==> src/rtl/day_pkg.sv <==
// rtl/day_pkg.sv - shared day codes, modulus, FSM states and day step helpers
package day_pkg;

  typedef enum logic [2:0] {
    MON = 3'd0,
    TUE = 3'd1,
    WED = 3'd2,
    THU = 3'd3,
    FRI = 3'd4,
    SAT = 3'd5,
    SUN = 3'd6
  } day_e;

  localparam int unsigned DAYS = 7;

  typedef enum logic {
    RUN = 1'b0,
    SET = 1'b1
  } state_e;

  // Next day code modulo m; any out-of-range code folds back to 0.
  function automatic logic [2:0] day_step_up(input logic [2:0] d, input int unsigned m);
    return (32'(d) >= m - 1) ? 3'd0 : d + 3'd1;
  endfunction

  // Previous day code modulo m; 0 wraps to the last legal code.
  function automatic logic [2:0] day_step_down(input logic [2:0] d, input int unsigned m);
    return (d == 3'd0 || 32'(d) >= m) ? 3'(m - 1) : d - 3'd1;
  endfunction

endpackage

==> src/rtl/digit_scanner.sv <==
// rtl/digit_scanner.sv - scan_tick driven digit index and one-hot active-low anodes
module digit_scanner #(
  parameter int NUM_DIGITS = 3
) (
  input  logic                  i_clk,
  input  logic                  i_rst_n,
  input  logic                  i_scan_tick,
  output logic [1:0]            o_digit_idx,
  output logic [NUM_DIGITS-1:0] o_digit_an
);

  logic [1:0]            r_idx;
  logic [NUM_DIGITS-1:0] r_an;
  logic [1:0]            w_idx_nxt;

  // Advance the digit index, wrapping after the last digit.
  always_comb begin
    w_idx_nxt = r_idx;
    if (i_scan_tick) begin
      w_idx_nxt = (32'(r_idx) == NUM_DIGITS - 1) ? 2'd0 : r_idx + 2'd1;
    end
  end

  // Anodes are derived from the next index so both registers change together.
  always_ff @(posedge i_clk or negedge i_rst_n) begin
    if (!i_rst_n) begin
      r_idx <= 2'd0;
      r_an  <= ~NUM_DIGITS'(1);
    end else begin
      r_idx <= w_idx_nxt;
      r_an  <= ~(NUM_DIGITS'(1) << w_idx_nxt);
    end
  end

  assign o_digit_idx = r_idx;
  assign o_digit_an  = r_an;

endmodule

==> src/rtl/day_set_ctrl.sv <==
// rtl/day_set_ctrl.sv - day-of-week counter with SET edit mode, blink, timeout and digit scan
module day_set_ctrl #(
  parameter int NUM_DIGITS    = 3,
  parameter int TIMEOUT_TICKS = 16,
  parameter int DAYS          = day_pkg::DAYS
) (
  input  logic                  i_clk,
  input  logic                  i_rst_n,
  input  logic                  i_day_tick,
  input  logic                  i_scan_tick,
  input  logic                  i_blink_tick,
  input  logic                  i_btn_mode,
  input  logic                  i_btn_inc,
  input  logic                  i_btn_dec,
  output logic [2:0]            o_day,
  output logic                  o_set_mode,
  output logic [NUM_DIGITS-1:0] o_digit_an,
  output logic [1:0]            o_digit_idx,
  output logic                  o_blank
);
  import day_pkg::*;

  state_e      r_state, w_state_nxt;
  logic [2:0]  r_day,   w_day_nxt;
  logic        r_phase, w_phase_nxt;
  logic [7:0]  r_cnt,   w_cnt_nxt;
  logic [7:0]  w_cnt_inc;
  logic        r_blank;

  assign w_cnt_inc = r_cnt + 8'd1;

  // Next-state logic: mode press beats buttons, buttons beat the blink/timeout tick.
  always_comb begin
    w_state_nxt = r_state;
    w_day_nxt   = r_day;
    w_phase_nxt = r_phase;
    w_cnt_nxt   = r_cnt;
    case (r_state)
      RUN: begin
        if (i_day_tick) begin
          w_day_nxt = day_step_up(r_day, DAYS);
        end
        if (i_btn_mode) begin
          w_state_nxt = SET;
          w_phase_nxt = 1'b0;
          w_cnt_nxt   = 8'd0;
        end
      end
      SET: begin
        if (i_btn_mode) begin
          w_state_nxt = RUN;
          w_phase_nxt = 1'b0;
          w_cnt_nxt   = 8'd0;
        end else if (i_btn_inc || i_btn_dec) begin
          if (i_btn_inc && !i_btn_dec) begin
            w_day_nxt = day_step_up(r_day, DAYS);
          end else if (i_btn_dec && !i_btn_inc) begin
            w_day_nxt = day_step_down(r_day, DAYS);
          end
          w_phase_nxt = 1'b0;
          w_cnt_nxt   = 8'd0;
        end else if (i_blink_tick) begin
          w_phase_nxt = ~r_phase;
          if (32'(w_cnt_inc) >= TIMEOUT_TICKS) begin
            w_state_nxt = RUN;
            w_phase_nxt = 1'b0;
            w_cnt_nxt   = 8'd0;
          end else begin
            w_cnt_nxt = w_cnt_inc;
          end
        end
      end
      default: w_state_nxt = RUN;
    endcase
  end

  // State, day, blink and timeout registers; blank is registered from next values.
  always_ff @(posedge i_clk or negedge i_rst_n) begin
    if (!i_rst_n) begin
      r_state <= RUN;
      r_day   <= MON;
      r_phase <= 1'b0;
      r_cnt   <= 8'd0;
      r_blank <= 1'b0;
    end else begin
      r_state <= w_state_nxt;
      r_day   <= w_day_nxt;
      r_phase <= w_phase_nxt;
      r_cnt   <= w_cnt_nxt;
      r_blank <= (w_state_nxt == SET) && w_phase_nxt;
    end
  end

  digit_scanner #(
    .NUM_DIGITS(NUM_DIGITS)
  ) u_scan (
    .i_clk      (i_clk),
    .i_rst_n    (i_rst_n),
    .i_scan_tick(i_scan_tick),
    .o_digit_idx(o_digit_idx),
    .o_digit_an (o_digit_an)
  );

  assign o_day      = r_day;
  assign o_set_mode = (r_state == SET);
  assign o_blank    = r_blank;

endmodule

==> config.mk <==
export PLATFORM = sky130hd
export DESIGN_NAME = day_set_ctrl
export DESIGN_NICKNAME = d
export VERILOG_FILES = /design/src/rtl/day_pkg.sv /design/src/rtl/digit_scanner.sv /design/src/rtl/day_set_ctrl.sv
export SDC_FILE = /design/constraint.sdc
export NUM_CORES = 1
export LEC_CHECK = 0
export CAP_MARGIN = 20
export CORE_MARGIN = 10
export CORE_UTILIZATION = 51
export CTS_CLUSTER_DIAMETER = 120
export DETAILED_ROUTE_END_ITERATION = 10
export MAX_ROUTING_LAYER = met4
export PLACE_DENSITY = 0.88
export SLEW_MARGIN = 30
export SYNTH_ARGS = -nofsm -noshare
export SYNTH_HDL_FRONTEND = slang
export SYNTH_SLANG_ARGS = --single-unit
export TNS_END_PERCENT = 5
==> constraint.sdc <==
create_clock -name i_clk -period 2.11 [get_ports i_clk]
set_clock_uncertainty 0.2 [all_clocks]
set_input_delay 0.422 -clock i_clk [delete_from_list [all_inputs] [get_ports i_clk]]
set_output_delay 0.422 -clock i_clk [all_outputs]
set_load 0.02 [all_outputs]
==> impl_metrics.py, run 1 <==
metrics = {
    "outcome": {
        "status": "finished, final reports clean",
    },
    "global_routing": {
        "grt_pass1_wl_um": 3830,
        "grt_use_total_pct": 11.0,
        "antenna_found_initial": 0,
        "grt_start_max_net_pins": 20,
        "grt_pass1_vias": 911,
        "grt_overflow": 0,
    },
    "layout": {
        "nets": 154,
        "drive_above_1_share_pct": 17.3,
        "antenna-diode-count": 0,
        "multi_input_area_sq_um": 568,
        "layout.cells.non_filler": 166,
        "nFillCells": 160,
        "seq_area_sq_um": 478,
        "final_util_pct": 69.2,
        "area_delta_synth_final_pct": 27.4,
        "final_cell_mix": "clkdlybuf4s50_1 (17), dfrtp_1 (17), nand2_1 (13)",
    },
    "sta": {
        "finalSetupTns_ns": 0,
        "period_minus_slack_ns": 2.03,
        "maxSlewViolCount": 0,
        "whs_ns": 0.257,
        "final_hold_viol_count": 0,
        "rsz0062_at_grt": "false",
        "maxSlewHeadroom_pct": 65.7,
        "fmax_ghz": 0.493,
        "finalCritPeriodShare_pct": 96.2,
        "setup_viol": 0,
        "worstMarginPinSlew_ns": 0.512,
    },
    "detailed_routing": {
        "drt-vias-per-instance": 5.51,
        "drtIter0Drc": 52,
        "avgRoutedWirePerCell_um": 13.7,
        "dr.pass1.iters": 4,
        "top_layer": "met4",
        "wl_um": 2280,
        "wl_met1_um": 1040,
        "wl_met2_um": 1060,
        "drtAntennaViolNets": 0,
        "drc": 0,
        "met3_length_um": 153,
        "num_vias": 915,
    },
    "place": {
        "gp_congestion": 0.883,
        "dp_cells": 162,
        "port_buffers": 17,
        "hpwl_um": 1800,
    },
    "critical_path": {
        "crit_start": "o_day[1]$_DFFE_PN0P_",
        "worst-path-buf-inv": 1,
        "arrival_ns": 1.41,
        "worstSetupPathType": "reg2out",
        "slowest_stage": "clkdlybuf4s50_1",
        "cp_top_family": "buffers and inverters",
        "regToRegSetupSlack_ns": 0.22,
        "critical_path.cell_chain": "clkdlybuf4s50_1",
        "slowest_delay_ns": 0.65,
        "crit_path_end_kind": "output port",
        "cp_max_fo": 7,
        "start_kind": "register",
        "timing.rr.start": "r_cnt[2]$_DFFE_PN0P_",
        "ff2ff_path_depth": 4,
        "cp.required_ns": 1.49,
        "cp.depth": 1,
        "rr_endpoint": "r_phase$_DFF_PN0_",
    },
    "synthesis": {
        "ys_warn_count": 0,
        "synth_area_sq_um": 1090,
        "ys.flop_type": "dfrtp_1",
        "synth.distinct_cells": 39,
        "yosys_register_bits": 19,
        "synthCells": 109,
        "synthesis.nets": 123,
        "synth_edf_count": 0,
        "synth_seq_area_share_pct": 44.0,
        "async_flop_share_pct": 100,
        "synth.avg_cell_area_sq_um": 9.98,
    },
    "cts": {
        "h-tree-depth": 1,
        "cts-buffers-inserted": 3,
        "cts_tree": "done",
        "clk_path_buf_depth": 2,
        "cts.sinks": 19,
        "clkLatencyLatePin_ns": 0.29,
        "cts_resized": 0,
        "clkTransAtPathRegs_ns": 0.10,
        "hold_buffers": 0,
        "cts_setup_buffers": 0,
        "ctsRootBufferMaster": "clkbuf_4",
    },
    "power_and_ir_drop": {
        "seqPwrFrac_pct": 38.9,
        "power.density_nw_per_um2": 943,
        "power.share.clock_pct": 13.3,
        "p_comb_share_pct": 47.9,
        "p_leak_nw": 0.634,
        "p_switching_uw": 484,
        "ir_drop_v": 0.000615,
        "sw_frac_of_total_pct": 37.0,
        "p_int_uw": 822,
    },
    "die": {
        "die-height_um": 66.2,
        "io_pins": 18,
        "num_rows": 16,
        "initial_utilization_pct": 54.3,
        "core_sq_um": 2000,
        "fp.dieArea_sq_um": 4380,
        "die_w_um": 66.2,
    },
    "job": {
        "cap_violations": 0,
    },
    "worst_hold_path": {
        "hold_class": "in2async",
    },
}
## per-stage QoR
| stage | cell area, sq um | worst slack (ns) | power, mW |
|---|---|---|---|
| finish | 1390 | 0.0800 | 1.31 |
| global route | 1390 | 0.0185 | 1.41 |
| CTS | 1390 | 0.0669 | 1.32 |
| detailed placement | 1360 | -0.200 | 1.14 |
| global placement | 1360 | -0.114 | 1.11 |
| floorplan | 1090 | 0.219 | 0.890 |
## worst max path at each step
stage | to | slack (ns)
floorplan | r_cnt[2]$_DFFE_PN0P_ | 0.22
global placement | r_cnt[2]$_DFFE_PN0P_ | -0.11
detailed placement | r_cnt[2]$_DFFE_PN0P_ | -0.20
CTS | o_digit_an[2] | 0.07
global route | o_day[2] | 0.02
finish | o_day[1] | 0.08
## power by group through the flow
stage | logic, mW | registers (mW) | clock network [mW]
final | 0.625 | 0.507 | 0.173
after global routing | 0.697 | 0.521 | 0.195
after CTS | 0.633 | 0.507 | 0.183
after detailed placement | 0.628 | 0.514 | 0
after global placement | 0.603 | 0.510 | 0
after floorplan | 0.305 | 0.585 | 0
## area by class of cell
| type | instances | share of cell area (%) |
|---|---|---|
| inverter | 7 | 1.90 |
| timing repair buffer | 28 | 18.2 |
| multi-input combinational | 81 | 41.0 |
| tap | 27 | 2.44 |
| clock buffer | 4 | 1.90 |
| sequential | 19 | 34.5 |
## flip-flops by register name (all words and copies together) (netlist names)
signal / flops
u_scan.o_digit_an: 3
o_day: 3
o_blank: 1
o_set_mode: 1
r_cnt: 8
u_scan.o_digit_idx: 2
r_phase: 1
## cells in the mapped netlist, types with 2 or more instances
library cell | count | share of area, %
dfrtp_1 | 17 | 39
nand2_1 | 13 | 4.5
inv_1 | 7 | 2.4
and3_1 | 6 | 3.5
ha_1 | 6 | 6.9
nand2b_1 | 6 | 3.5
o21ai_1 | 5 | 2.3
a21oi_1 | 4 | 1.8
a31oi_1 | 3 | 1.7
nor2b_1 | 3 | 1.7
or2_2 | 3 | 1.7
a2bb2oi_1 | 2 | 1.6
and2_1 | 2 | 1.2
dfstp_2 | 2 | 4.8
mux2i_1 | 2 | 1.8
o2111ai_1 | 2 | 1.6
o211ai_1 | 2 | 1.4
o21ai_0 | 2 | 0.92
xor2_1 | 2 | 1.6
## per-layer routing
layer | track usage (%) | vias to the layer above
li1 | - | 459
met3 | 2.20 | 4
met4 | 5.24 | 0
met5 | - | -
met2 | 16.6 | 24
met1 | 13.7 | 428
## cell families after synthesis
logic type,Yosys count,synth area share (%)
muxes,2,1.84
and+or+nand+nor,40,20.9
adders and majority gates,6,6.90
buffers and inverters,9,3.80
AOI/OAI and AO/OA,30,20.1
DFF,19,44.0
xor gates and xnor gates,3,2.42
No activity file was read; power rests on OpenSTA's default activity.
==> inputs of run 2 (changes only) <==
--- a/config.mk
+++ b/config.mk
@@ -12,6 +12,7 @@
 export DETAILED_ROUTE_END_ITERATION = 10
 export MAX_ROUTING_LAYER = met4
 export PLACE_DENSITY = 0.88
+export RECOVER_POWER = 50
 export SLEW_MARGIN = 30
 export SYNTH_ARGS = -nofsm -noshare
 export SYNTH_HDL_FRONTEND = slang
==> impl_metrics.py, run 2 (same netlist as run 1, synthesis figures left out) <==
metrics = {
    "cts": {
        "cts-buffers-inserted": 3,
        "h-tree-depth": 1,
        "cts_tree": "done",
        "clkTransAtPathRegs_ns": 0.10,
        "cts.sinks": 19,
        "clk_path_buf_depth": 2,
        "hold_buffers": 0,
        "clkLatencyLatePin_ns": 0.29,
        "cts_setup_buffers": 0,
        "ctsRootBufferMaster": "clkbuf_4",
        "cts_resized": 0,
    },
    "layout": {
        "regMostFlops": "r_cnt",
        "area_delta_synth_final_pct": 27.0,
        "nFillCells": 162,
        "largest_reg_flops": 8,
        "final_util_pct": 69.0,
        "layout.cells.non_filler": 166,
        "nets": 154,
        "final_common_cell": "dfrtp_1",
        "antenna-diode-count": 0,
        "drive_above_1_share_pct": 16.5,
        "final_cell_mix": "dfrtp_1 (17), clkdlybuf4s50_1 (15), nand2_1 (13)",
    },
    "die": {
        "initial_utilization_pct": 54.3,
        "core_sq_um": 2000,
        "io_pins": 18,
        "die_w_um": 66.2,
        "fp.dieArea_sq_um": 4380,
        "die-height_um": 66.2,
        "num_rows": 16,
    },
    "detailed_routing": {
        "drc": 0,
        "wl_um": 2280,
        "drtAntennaViolNets": 0,
        "avgRoutedWirePerCell_um": 13.7,
        "num_vias": 915,
        "drt-vias-per-instance": 5.51,
        "dr.pass1.iters": 4,
        "drtIter0Drc": 52,
    },
    "critical_path": {
        "start_kind": "register",
        "cp_top_family": "buffers and inverters",
        "cp.required_ns": 1.49,
        "arrival_ns": 1.41,
        "slowest_delay_ns": 0.65,
        "critical_path.cell_chain": "clkdlybuf4s50_1",
        "cp_max_fo": 7,
        "crit_path_end_kind": "output port",
        "worstSetupPathType": "reg2out",
        "slowest_stage": "clkdlybuf4s50_1",
        "worst-path-buf-inv": 1,
    },
    "place": {
        "hpwl_um": 1800,
        "dp_cells": 162,
        "gp_congestion": 0.883,
        "pre_cts_ws_ns": -0.200,
        "port_buffers": 17,
    },
    "global_routing": {
        "grt_start_max_net_pins": 20,
        "grt_pass1_wl_um": 3830,
        "antenna_found_initial": 0,
        "grt_use_total_pct": 11.0,
        "grt_overflow": 0,
        "grt_pass1_vias": 911,
    },
    "sta": {
        "final_hold_viol_count": 0,
        "rsz0062_at_grt": "false",
        "fin_ws_ns": 0.0795,
        "maxSlewHeadroom_pct": 35.6,
        "worstMarginPinSlew_ns": 0.967,
        "fmax_ghz": 0.492,
        "maxSlewViolCount": 0,
        "setup_viol": 0,
        "period_minus_slack_ns": 2.03,
        "finalCritPeriodShare_pct": 96.2,
        "whs_ns": 0.332,
    },
    "power_and_ir_drop": {
        "design_power_total_mw": 1.30,
        "power.density_nw_per_um2": 944,
        "ir_drop_v": 0.000615,
        "p_leak_nw": 0.631,
    },
    "worst_hold_path": {
        "hold_class": "reg2reg",
    },
    "outcome": {
        "status": "finished, final reports clean",
    },
    "job": {
        "cap_violations": 0,
    },
}
run 2: cell types whose count changed in the layout (fill, tap and decap cells not counted):
cell | before | now
dlygate4sd3_1 | 0 | 2
clkbuf_1 | 1 | 2
buf_4 | 11 | 10
clkdlybuf4s50_1 | 17 | 15
run 2: worst paths after layout:
check	from	end	slack, ns	cells past startpoint
setup / recovery	o_day[1]$_DFFE_PN0P_	o_day[1]	0.08	1
hold / removal	r_cnt[1]$_DFFE_PN0P_	r_cnt[1]$_DFFE_PN0P_	0.33	2
setup reg to reg	r_cnt[2]$_DFFE_PN0P_	r_phase$_DFF_PN0_	0.22	4
hold reg to reg	r_cnt[1]$_DFFE_PN0P_	r_cnt[1]$_DFFE_PN0P_	0.33	2
max in group asynchronous	i_rst_n	r_cnt[1]$_DFFE_PN0P_	0.53	2
min in group asynchronous	i_rst_n	u_scan.o_digit_idx[1]$_DFF_PN0_	0.60	2
run 2: where the power goes:
| part | total, mW | internal [mW] | switching, mW |
|---|---|---|---|
| sequential | 0.507 | 0.438 | 0.0691 |
| clock | 0.174 | 0.0734 | 0.100 |
| combinational | 0.623 | 0.309 | 0.314 |
run 2: cell type report:
cell class	instances	area, sq um	area share, %
repair buffers	28	249	18.0
flip-flops and latches	19	478	34.6
inverters	7	26.3	1.90
clock buffers	4	26.3	1.90
well taps	27	33.8	2.45
multi-input cells	81	568	41.1
run 2: per-stage QoR:
step	area, sq um	setup TNS (ns)
5_1_grt	1380	0
6_report	1380	0
2_1_floorplan	1090	0
3_3_place_gp	1360	-0.125
4_1_cts	1390	0
3_5_place_dp	1360	-0.429
run 2: metal layers:
metal	routed length (um)	global-route usage [%]	vias to the layer above
met4	27	5.24	0
met5	0	-	-
met2	1060	16.6	24
li1	-	-	458
met1	1040	13.7	429
met3	152	2.20	4
==> inputs of run 3 (changes only) <==
--- a/config.mk
+++ b/config.mk
@@ -7,11 +7,11 @@
 export LEC_CHECK = 0
 export CAP_MARGIN = 20
 export CORE_MARGIN = 10
-export CORE_UTILIZATION = 51
+export CORE_UTILIZATION = 55
 export CTS_CLUSTER_DIAMETER = 120
 export DETAILED_ROUTE_END_ITERATION = 10
 export MAX_ROUTING_LAYER = met4
-export PLACE_DENSITY = 0.88
+export PLACE_DENSITY = 0.93
 export RECOVER_POWER = 50
 export SLEW_MARGIN = 30
 export SYNTH_ARGS = -nofsm -noshare
==> constraint.sdc (replaced) <==
create_clock -name i_clk -period 2.59 [get_ports i_clk]
set_clock_uncertainty 0.2 [all_clocks]
set_input_delay 0.518 -clock i_clk [delete_from_list [all_inputs] [get_ports i_clk]]
set_output_delay 0.518 -clock i_clk [all_outputs]
set_load 0.02 [all_outputs]
==> impl_metrics.py, run 3 (same netlist as run 1, synthesis figures left out) <==
metrics = {
    "outcome": {
        "status": "finished, final reports clean",
    },
    "critical_path": {
        "cp_max_fo": 11,
        "critical_path.cell_chain": "clkdlybuf4s50_1",
        "start_kind": "register",
        "cp.required_ns": 1.87,
        "regToRegSetupSlack_ns": 0.64,
        "slowest_delay_ns": 0.68,
        "timing.rr.start": "o_set_mode$_DFF_PN0_",
        "worstSetupPathType": "reg2out",
        "cp_top_family": "buffers and inverters",
        "ff2ff_path_depth": 4,
        "cp.depth": 1,
        "rr_endpoint": "r_cnt[2]$_DFFE_PN0P_",
        "crit_path_end_kind": "output port",
        "arrival_ns": 1.54,
        "worst-path-buf-inv": 1,
        "slowest_stage": "clkdlybuf4s50_1",
    },
    "cts": {
        "cts_resized": 0,
        "h-tree-depth": 1,
        "cts.sinks": 19,
        "clkLatencyLatePin_ns": 0.30,
        "cts_tree": "done",
        "cts-buffers-inserted": 3,
        "clk_path_buf_depth": 2,
        "cts_setup_buffers": 0,
        "hold_buffers": 0,
        "ctsRootBufferMaster": "clkbuf_4",
        "clkTransAtPathRegs_ns": 0.11,
    },
    "global_routing": {
        "grt_use_total_pct": 12.0,
        "antenna_found_initial": 0,
        "grt_pass1_vias": 917,
        "grt_pass1_wl_um": 4070,
        "grt_overflow": 0,
        "grt_start_max_net_pins": 20,
    },
    "layout": {
        "largest_reg_flops": 8,
        "drive_above_1_share_pct": 10.8,
        "seq_area_sq_um": 478,
        "regMostFlops": "r_cnt",
        "nets": 145,
        "final_util_pct": 68.3,
        "final_area_sq_um": 1310,
        "antenna-diode-count": 0,
        "final_cell_mix": "dfrtp_1 (17), clkdlybuf4s50_1 (15), nand2_1 (13)",
        "multi_input_area_sq_um": 563,
        "nFillCells": 165,
        "final_common_cell": "dfrtp_1",
        "area_delta_synth_final_pct": 20.7,
    },
    "die": {
        "fp.dieArea_sq_um": 4160,
        "die-height_um": 64.5,
        "die_w_um": 64.5,
        "num_rows": 16,
        "core_sq_um": 1920,
        "initial_utilization_pct": 56.6,
        "io_pins": 18,
    },
    "power_and_ir_drop": {
        "power.density_nw_per_um2": 804,
        "p_switching_uw": 404,
        "p_comb_share_pct": 45.6,
        "p_leak_nw": 0.586,
        "sw_frac_of_total_pct": 38.3,
        "ir_drop_v": 0.000398,
        "power.share.clock_pct": 14.7,
        "design_power_total_mw": 1.06,
        "seqPwrFrac_pct": 39.7,
        "p_int_uw": 652,
    },
    "worst_hold_path": {
        "hold_start": "r_cnt[1]$_DFFE_PN0P_",
        "hold_class": "reg2reg",
        "hold_depth": 2,
        "whs_endpoint": "r_cnt[1]$_DFFE_PN0P_",
    },
    "detailed_routing": {
        "drtIter0Drc": 45,
        "avgRoutedWirePerCell_um": 14.8,
        "dr.pass1.iters": 4,
        "num_vias": 909,
        "drt-vias-per-instance": 5.79,
        "drc": 0,
        "drtAntennaViolNets": 0,
        "wl_um": 2320,
    },
    "place": {
        "port_buffers": 17,
        "gp_congestion": 0.879,
        "postPlaceCellArea_sq_um": 1290,
        "hpwl_um": 1770,
    },
    "sta": {
        "maxSlewHeadroom_pct": 33.4,
        "period_minus_slack_ns": 2.26,
        "rsz0062_at_grt": "false",
        "final_hold_viol_count": 0,
        "finalSetupTns_ns": 0,
        "fmax_ghz": 0.443,
        "worstMarginPinSlew_ns": 0.999,
        "finalCritPeriodShare_pct": 87.2,
        "setup_viol": 0,
        "maxSlewViolCount": 0,
    },
    "job": {
        "cap_violations": 0,
    },
}
[run 3: worst max-delay path by stage]
| stage | from | to | slack, ns |
|---|---|---|---|
| 6_report | o_set_mode$_DFF_PN0_ | o_set_mode | 0.33 |
| 3_3_place_gp | i_btn_dec | r_cnt[2]$_DFFE_PN0P_ | 0.17 |
| 2_1_floorplan | o_set_mode$_DFF_PN0_ | r_cnt[2]$_DFFE_PN0P_ | 0.70 |
| 4_1_cts | o_set_mode$_DFF_PN0_ | o_set_mode | 0.32 |
| 5_1_grt | o_set_mode$_DFF_PN0_ | o_set_mode | 0.28 |
| 3_5_place_dp | i_btn_inc | r_cnt[2]$_DFFE_PN0P_ | 0.1 |
[run 3: per-layer routing]
layer	wire (um)	global-route usage, %
met5	0	-
met4	23	4.28
met3	123	2.58
met2	1180	20.6
met1	989	13.5
[run 3: cell type report]
class                      instances  share of cell area [%]
timing repair buffer              19                    13.8
inverter                           7                    2.00
tap                               27                    2.57
multi-input combinational         81                    42.9
sequential                        19                    36.4
clock buffer                       3                    1.72
clock inverter                     1                   0.572
[run 3: power by group through the flow]
stage / sequential (mW) / combinational (mW) / clock (mW)
4_1_cts: 0.420 / 0.490 / 0.157
6_report: 0.419 / 0.481 / 0.155
2_1_floorplan: 0.477 / 0.248 / 0
5_1_grt: 0.430 / 0.533 / 0.169
3_3_place_gp: 0.422 / 0.468 / 0
3_5_place_dp: 0.427 / 0.489 / 0
[run 3: metrics by stage]
| stage | cells | hold slack [ns] | setup slack [ns] |
|---|---|---|---|
| finish | 157 | 0.321 | 0.331 |
| global route | 157 | 0.372 | 0.281 |
| CTS | 157 | 0.328 | 0.319 |
| detailed placement | 153 | 0.304 | 0.0993 |
| global placement | 153 | 0.297 | 0.166 |
| floorplan | 109 | 0.0224 | 0.699 |
[run 3: worst reg2reg max path, cell delays in order (launching register included)]
cell       delay [ns]
dfrtp_1          0.56
or4b_4           0.54
a2111oi_2        0.34
o221ai_1         0.17
nand2_1          0.09
